File: src/rtl/peripheral_apb4_initiator.sv
// APB4-Lite initiator: turns one valid/ready command into a single APB transfer and a valid/ready response.
// Optional wait-state timeout is enabled by defining PERIPHERAL_APB4_INITIATOR_TIMEOUT_EN.
module peripheral_apb4_initiator #(
  parameter int PADDR_SIZE     = 4,
  parameter int PDATA_SIZE     = 8,
  parameter int TIMEOUT_CYCLES = 16
) (
  input  logic                    PCLK,
  input  logic                    PRESETn,
  input  logic                    req_valid,
  output logic                    req_ready,
  input  logic                    req_write,
  input  logic [PADDR_SIZE-1:0]   req_addr,
  input  logic [PDATA_SIZE-1:0]   req_wdata,
  input  logic [PDATA_SIZE/8-1:0] req_strb,
  output logic                    rsp_valid,
  input  logic                    rsp_ready,
  output logic [PDATA_SIZE-1:0]   rsp_rdata,
  output logic                    rsp_err,
  output logic                    PSEL,
  output logic                    PENABLE,
  output logic [PADDR_SIZE-1:0]   PADDR,
  output logic                    PWRITE,
  output logic [PDATA_SIZE-1:0]   PWDATA,
  output logic [PDATA_SIZE/8-1:0] PSTRB,
  input  logic [PDATA_SIZE-1:0]   PRDATA,
  input  logic                    PREADY,
  input  logic                    PSLVERR
);

  localparam int STRB_SIZE = PDATA_SIZE / 8;

  if ((PDATA_SIZE % 8) != 0 || TIMEOUT_CYCLES < 1) begin : g_bad_params
    $error("peripheral_apb4_initiator: PDATA_SIZE must be a multiple of 8 and TIMEOUT_CYCLES >= 1");
  end

  typedef enum logic [1:0] {
    ST_IDLE,
    ST_SETUP,
    ST_ACCESS,
    ST_RESP
  } state_e;

  state_e                  state_q,     state_d;
  logic                    psel_q,      psel_d;
  logic                    penable_q,   penable_d;
  logic [PADDR_SIZE-1:0]   paddr_q,     paddr_d;
  logic                    pwrite_q,    pwrite_d;
  logic [PDATA_SIZE-1:0]   pwdata_q,    pwdata_d;
  logic [STRB_SIZE-1:0]    pstrb_q,     pstrb_d;
  logic                    rsp_valid_q, rsp_valid_d;
  logic [PDATA_SIZE-1:0]   rsp_rdata_q, rsp_rdata_d;
  logic                    rsp_err_q,   rsp_err_d;

`ifdef PERIPHERAL_APB4_INITIATOR_TIMEOUT_EN
  localparam int CNT_W = $clog2(TIMEOUT_CYCLES + 1);
  logic [CNT_W-1:0] wait_cnt_q, wait_cnt_d;
`endif

  // The only unregistered output: it must drop the moment reset is asserted.
  assign req_ready = (state_q == ST_IDLE) && PRESETn;

  always_comb begin
    // NOTE: every signal gets a default first so no path through the case can infer a latch.
    state_d     = state_q;
    psel_d      = psel_q;
    penable_d   = penable_q;
    paddr_d     = paddr_q;
    pwrite_d    = pwrite_q;
    pwdata_d    = pwdata_q;
    pstrb_d     = pstrb_q;
    rsp_valid_d = rsp_valid_q;
    rsp_rdata_d = rsp_rdata_q;
    rsp_err_d   = rsp_err_q;
`ifdef PERIPHERAL_APB4_INITIATOR_TIMEOUT_EN
    wait_cnt_d  = wait_cnt_q;
`endif

    unique case (state_q)
      ST_IDLE: begin
        if (req_valid) begin
          state_d   = ST_SETUP;
          psel_d    = 1'b1;
          penable_d = 1'b0;
          paddr_d   = req_addr;
          pwrite_d  = req_write;
          // Reads must present zero strobes; data is zeroed too to keep the bus quiet.
          pwdata_d  = req_write ? req_wdata : '0;
          pstrb_d   = req_write ? req_strb  : '0;
        end
      end

      ST_SETUP: begin
        state_d   = ST_ACCESS;
        penable_d = 1'b1;
`ifdef PERIPHERAL_APB4_INITIATOR_TIMEOUT_EN
        wait_cnt_d = '0;
`endif
      end

      ST_ACCESS: begin
        if (PREADY) begin
          state_d     = ST_RESP;
          psel_d      = 1'b0;
          penable_d   = 1'b0;
          rsp_valid_d = 1'b1;
          rsp_rdata_d = pwrite_q ? '0 : PRDATA;
          rsp_err_d   = PSLVERR;
        end
`ifdef PERIPHERAL_APB4_INITIATOR_TIMEOUT_EN
        // This is the TIMEOUT_CYCLES-th wait state with PREADY still low: abort.
        else if (wait_cnt_q == CNT_W'(TIMEOUT_CYCLES - 1)) begin
          state_d     = ST_RESP;
          psel_d      = 1'b0;
          penable_d   = 1'b0;
          rsp_valid_d = 1'b1;
          rsp_rdata_d = '0;
          rsp_err_d   = 1'b1;
        end else begin
          wait_cnt_d = wait_cnt_q + CNT_W'(1);
        end
`endif
      end

      ST_RESP: begin
        if (rsp_ready) begin
          state_d     = ST_IDLE;
          rsp_valid_d = 1'b0;
        end
      end

      default: state_d = ST_IDLE;
    endcase
  end

  // Synchronous reset also aborts an in-flight transfer and drops any pending response.
  always_ff @(posedge PCLK) begin
    if (!PRESETn) begin
      // NOTE: sequential state is written only with non-blocking assignments.
      state_q     <= ST_IDLE;
      psel_q      <= 1'b0;
      penable_q   <= 1'b0;
      paddr_q     <= '0;
      pwrite_q    <= 1'b0;
      pwdata_q    <= '0;
      pstrb_q     <= '0;
      rsp_valid_q <= 1'b0;
      rsp_rdata_q <= '0;
      rsp_err_q   <= 1'b0;
`ifdef PERIPHERAL_APB4_INITIATOR_TIMEOUT_EN
      wait_cnt_q  <= '0;
`endif
    end else begin
      state_q     <= state_d;
      psel_q      <= psel_d;
      penable_q   <= penable_d;
      paddr_q     <= paddr_d;
      pwrite_q    <= pwrite_d;
      pwdata_q    <= pwdata_d;
      pstrb_q     <= pstrb_d;
      rsp_valid_q <= rsp_valid_d;
      rsp_rdata_q <= rsp_rdata_d;
      rsp_err_q   <= rsp_err_d;
`ifdef PERIPHERAL_APB4_INITIATOR_TIMEOUT_EN
      wait_cnt_q  <= wait_cnt_d;
`endif
    end
  end

  assign PSEL      = psel_q;
  assign PENABLE   = penable_q;
  assign PADDR     = paddr_q;
  assign PWRITE    = pwrite_q;
  assign PWDATA    = pwdata_q;
  assign PSTRB     = pstrb_q;
  assign rsp_valid = rsp_valid_q;
  assign rsp_rdata = rsp_rdata_q;
  assign rsp_err   = rsp_err_q;

endmodule
File: config.mk
export PLATFORM = sky130hd
export DESIGN_NAME = peripheral_apb4_initiator
export DESIGN_NICKNAME = d
export VERILOG_FILES = /design/src/rtl/peripheral_apb4_initiator.sv
export SDC_FILE = /design/constraint.sdc
export NUM_CORES = 1
export LEC_CHECK = 0
export BUFFER_PORTS_ARGS = -buffer_cell sky130_fd_sc_hd__buf_2
export CAP_MARGIN = 30
export CORE_UTILIZATION = 40
export CTS_BUF_LIST = sky130_fd_sc_hd__clkbuf_2
export DETAILED_ROUTE_END_ITERATION = 16
export GPL_TIMING_DRIVEN = 0
export PLACE_DENSITY = 0.8
export SLEW_MARGIN = 15
export SYNTH_ARGS = -nofsm -noshare
export SYNTH_HDL_FRONTEND = slang
export SYNTH_SLANG_ARGS = --single-unit
File: constraint.sdc
create_clock -name PCLK -period 4.34 [get_ports PCLK]
set_input_delay 0.434 -clock PCLK [delete_from_list [all_inputs] [get_ports PCLK]]
set_output_delay 0.434 -clock PCLK [all_outputs]
set_load 0.02 [all_outputs]
**Word-level counts from Yosys, hierarchy flattened**

Index checks and enable logic that the tools add are counted.
W data, S select, Z words.

- Output and inout bits: 27
- Bits in registers: 28

- Mux-type cells: 15
- Reductions and logical operators: 11
- Equality and inequality tests: 6

Operators with widths:

| cell | number |
|---|---|
| $mux W8 | 2 |
| $reduce_and A3 Y1 | 4 |
| $pmux W2 S4 | 1 |
| $mux W1 | 6 |
| $mux W2 | 3 |
| $ne A2 B2 Y1 const B | 3 |
| $eq A2 B2 Y1 const B | 2 |
| $pmux W1 S2 | 2 |
| $reduce_and A2 Y1 | 2 |
| $reduce_bool A2 Y1 | 2 |
| $pmux W1 S3 | 1 |
| $reduce_bool A3 Y1 | 1 |
| $eq A2 B1 Y1 const B | 1 |
| $logic_not A2 Y1 | 1 |
| $logic_and A1 B1 Y1 | 1 |

**Depth between registers and ports, before layout**

- Depth in word-level cells: 3
- Gate-level depth with buffers: 6

**Least setup slack after synthesis**

No wires, ideal clock.

- Path kind: reg2reg
- Start point: register state_q[0]
- End point: register penable_q (netlist: PENABLE)
- Data arrival time: 1.275 ns
- Stages on the path, launching flop included: 6
- Slack: 2.934 ns
- Library setup time: 0.131 ns
- Path buffers: 0
- Data required time: 4.209 ns
- Period minus slack after synthesis: 1.406 ns
- Cell sequence: dfxtp_1 > inv_1 > ha_1 > and2b_4 > o311ai_2 > o41ai_2

- Longest elaborated chain between the ends: 3

Ends and longest elaborated chain:

| what | line | source |
|---|---|---|
| from (decl) | 44 | `state_e state_q, state_d;` |
| from (signal assigned) | 154 | `state_q <= state_d;` |
| $eq A2 B2 Y1 (tied with other cells) | 79 | `unique case (state_q)` |
| $ne A2 B2 Y1 (no source line) / $reduce_bool A3 Y1 (equally long branches) | - |  |
| $reduce_and A3 Y1 (no source line) | - |  |
| to (signal assigned) | 156 | `penable_q <= penable_d;` |
| to (decl) | 46 | `logic penable_q, penable_d;` |

Parallel ways exist; a longest one is shown, timed or not.
A chain may end at the register's enable or synchronous reset.

**Worst setup path after layout**

- Start point: register state_q[1]
- End point: output port req_ready

- Longest elaborated chain between the ends: 2

Ends and longest elaborated chain:

| what | line | source |
|---|---|---|
| $logic_not A2 Y1 | 61 | `assign req_ready = (state_q == ST_IDLE) && PRESETn;` |
| $logic_and A1 B1 Y1 | 61 |  |
| to (decl) | 11 | `output logic req_ready,` |

Every way passes these cells.

==> run metrics <==
outcome=finished clean; Final Hold Viols=0; FF+latch count, synth=28; area post-placement=0.001582 sq mm; final net count=236; synth warn=0; CP max stage delay=0.49 ns; Slowest cell on crit path=dfxtp_1; Netlist cell types=26; top cells by area, synth=dfxtp_1, nand2_1, a21oi_1, ha_1, nand4b_1; setup TNS=0 ns; Die H=58.27 um; Area Overhead vs Synth=26.09%; Post-DP HPWL=2.043 mm; Worst EP required=3.91 ns; critical path peak fanout=6; Initial Util=41.82%; port bufs=52; Slew Limit Fails=0; fraction of layout cells with a size suffix above 1=35.18%; via count=1,165; Worst Tran Pin Value=0.3066 ns; commonest register cell after synthesis=dfxtp_1; cell family with most CP delay=flip-flops; DR pass1 iterations=4; Worst EP arrival=1.48 ns; most common cell after layout, fill and taps aside=buf_2; synthesized area per cell=8.793 sq um; Critical Path Sink Type=primary output; Slew HR=79.51%; drc violations=0; full die area=0.003395 sq mm; CP Launch Type=register; Compound-Gate Fraction of Synth Area=15.22%; Max Cap Viol=0; XOR/XNOR Fraction of Synth Area=0%; Hold WS=0.2816 ns; gpl congestion=0.7630; Hold Path Stages=3; largest net degree at the start of global routing=15; Reg2Reg Launch Point=state_q[1]; vias in the first global route=979; Post-synth EDFFs=0; Gate Count Post-Synth=144; Antenna Cells=0; Max VDD drop=251.2 uV; first-pass GRT wire length=4.236 mm; largest family of logic cells by synthesized area=simple AND/OR/NAND/NOR gates; Switch Pwr=0.3056 mW; Setup violations, final=0; Async S/R FF share, synth=0%; number of H-tree levels=1; Worst-Skew Late Latency=0.34 ns; mux cell area share after synthesis=1.581%; # hold bufs at CTS=0; Fmax=0.5212 GHz; top cell type's share of synthesized area=44.27%; Core Rows=20; min-delay src=req_addr[2]; Setup CP Type=register to primary output; DP Worst Slack=2.816 ns; Clk pwr share=11.6%; Core Footprint=0.003028 sq mm; WL/cell=11.01 um; clk sinks=28; simple-gate share of the synthesized area=26.98%; CTS root buf=clkbuf_2; Pwr Density=480.3 mW/mm^2; grt total ovfl=0; chip width=58.27 um; post-synthesis sequential area ratio=44.27%; Via-to-Cell Ratio=4.794; skew final=0.01585 ns; RSZ-0062 raised after global routing=no; post-CTS setup repair buffer count=0; Worst-path clk slew=0.25 ns; drt total wl=2.675 mm; CTS Buf Count=3; setup ws final=2.421 ns; internal cell power=0.4612 mW; Post-Synth Adder-Cell Area=6.917%; Seq pwr share=43.7%; worst-path cell chain=inv_1 > ha_1 > and2_1 > buf_2; combinational power share=44.7%; reg-to-reg slack, setup=2.79 ns; antenna violations before repair=0; r2r endpoint=state_q[1]; 1st-iter DRT viols=36; deepest clock path buffer count=2; Ports=55; Worst Setup SP=state_q[1]; Post-Syn Area=0.001266 sq mm; most frequent cells in the layout=buf_2, nand2_1, dfxtp_1, a21oi_1, nand3_1; Leakage=0.7345 nW; Routed Antenna Nets=0; Reg2Reg Depth=5; Sw Share=39.85%; Hold Path End=PADDR[2]; CTS tree=built; post_cts resized=0; final worst-path cycle share=44.21%; Final Cell Area=0.001597 sq mm; post-synth top area cell=dfxtp_1; synthesized net count=179; All-Layer GR Usage=16.05%; post-route minimum period=1.919 ns; Bufs and invs on worst path=2; Hold Path Class=input pin to register
==> area by class of cell <==
type | instances | area, sq um
Timing Repair Buffer | 52 | 260.3
Multi-Input combinational cell | 105 | 641.9
Clock buffer | 3 | 15.01
Inverter | 3 | 11.26
Tap cell | 44 | 55.05
Buffer | 8 | 52.55
Sequential cell | 28 | 560.5
Fill cell | 303 | 1431
==> stage by stage <==
step,util (%),total power [mW],instances
floorplan,-,0.5920,144
global placement,52.23,0.6809,240
detailed placement,52.23,0.6870,240
CTS,52.73,0.7765,243
global route,52.73,0.8236,243
finish,52.73,0.7668,243
==> power groups by stage <==
stage	Clock (mW)	Sequential (mW)	Combinational [mW]
after CTS	0.0939	0.336	0.346
final	0.0890	0.335	0.342
after floorplan	0	0.380	0.212
after detailed placement	0	0.342	0.345
after global routing	0.101	0.342	0.380
after global placement	0	0.340	0.341
==> worst register-to-register path: stages, from the launching register on <==
cell and delay, ns:
dfxtp_1 0.49, inv_1 0.11, ha_1 0.25, and2b_4 0.21
nor3_4 0.24, mux2i_1 0.20
==> cell families (layout without fill, tap and decap cells) <==
| family | Yosys count | after routing |
|---|---|---|
| and+or+nand+nor | 65 | 65 |
| buffers and inverters | 11 | 66 |
| AOI/OAI and AO/OA | 31 | 31 |
| adders and majority gates | 7 | 7 |
| DFF | 28 | 28 |
| muxes | 2 | 2 |
==> Yosys cell counts, types with 2 or more instances <==
cell and n:
a21oi_1 23, buf_2 6, buf_6 2, dfxtp_1 28, ha_1 7, inv_1 3, mux2i_1 2, nand2_1 36
nand3_1 11, nand4b_1 8, nor2_1 2, nor2b_1 2
==> registers in the layout (all words and copies together) (netlist names) <==
signal,flops
rsp_valid,1
PWRITE,1
rsp_err,1
state_q,2
rsp_rdata,8
PSEL,1
PWDATA,8
PSTRB,1
PADDR,4
PENABLE,1
==> metal layers <==
layer / up-vias / global-route usage [%] / part of all wire, % / routed length, um
met5: - / 0 / 0 / 0
met4: 0 / 5.102 / 0.56 / 15
met3: 2 / 2.902 / 3.8 / 101
met2: 26 / 26.27 / 48 / 1283
met1: 532 / 21.44 / 48 / 1274
li1: 605 / - / - / -
==> worst max-delay path by stage <==
stage                       endpoint  slack [ns]  depth (start not counted)
after global routing       req_ready        2.25                          4
after CTS                  req_ready        2.38                          4
final                      req_ready        2.42                          4
after detailed placement  state_q[1]        2.82                          5
after floorplan              PENABLE        2.93                          5
after global placement     req_ready        2.83                          4
(Power assumes the default switching activity.)
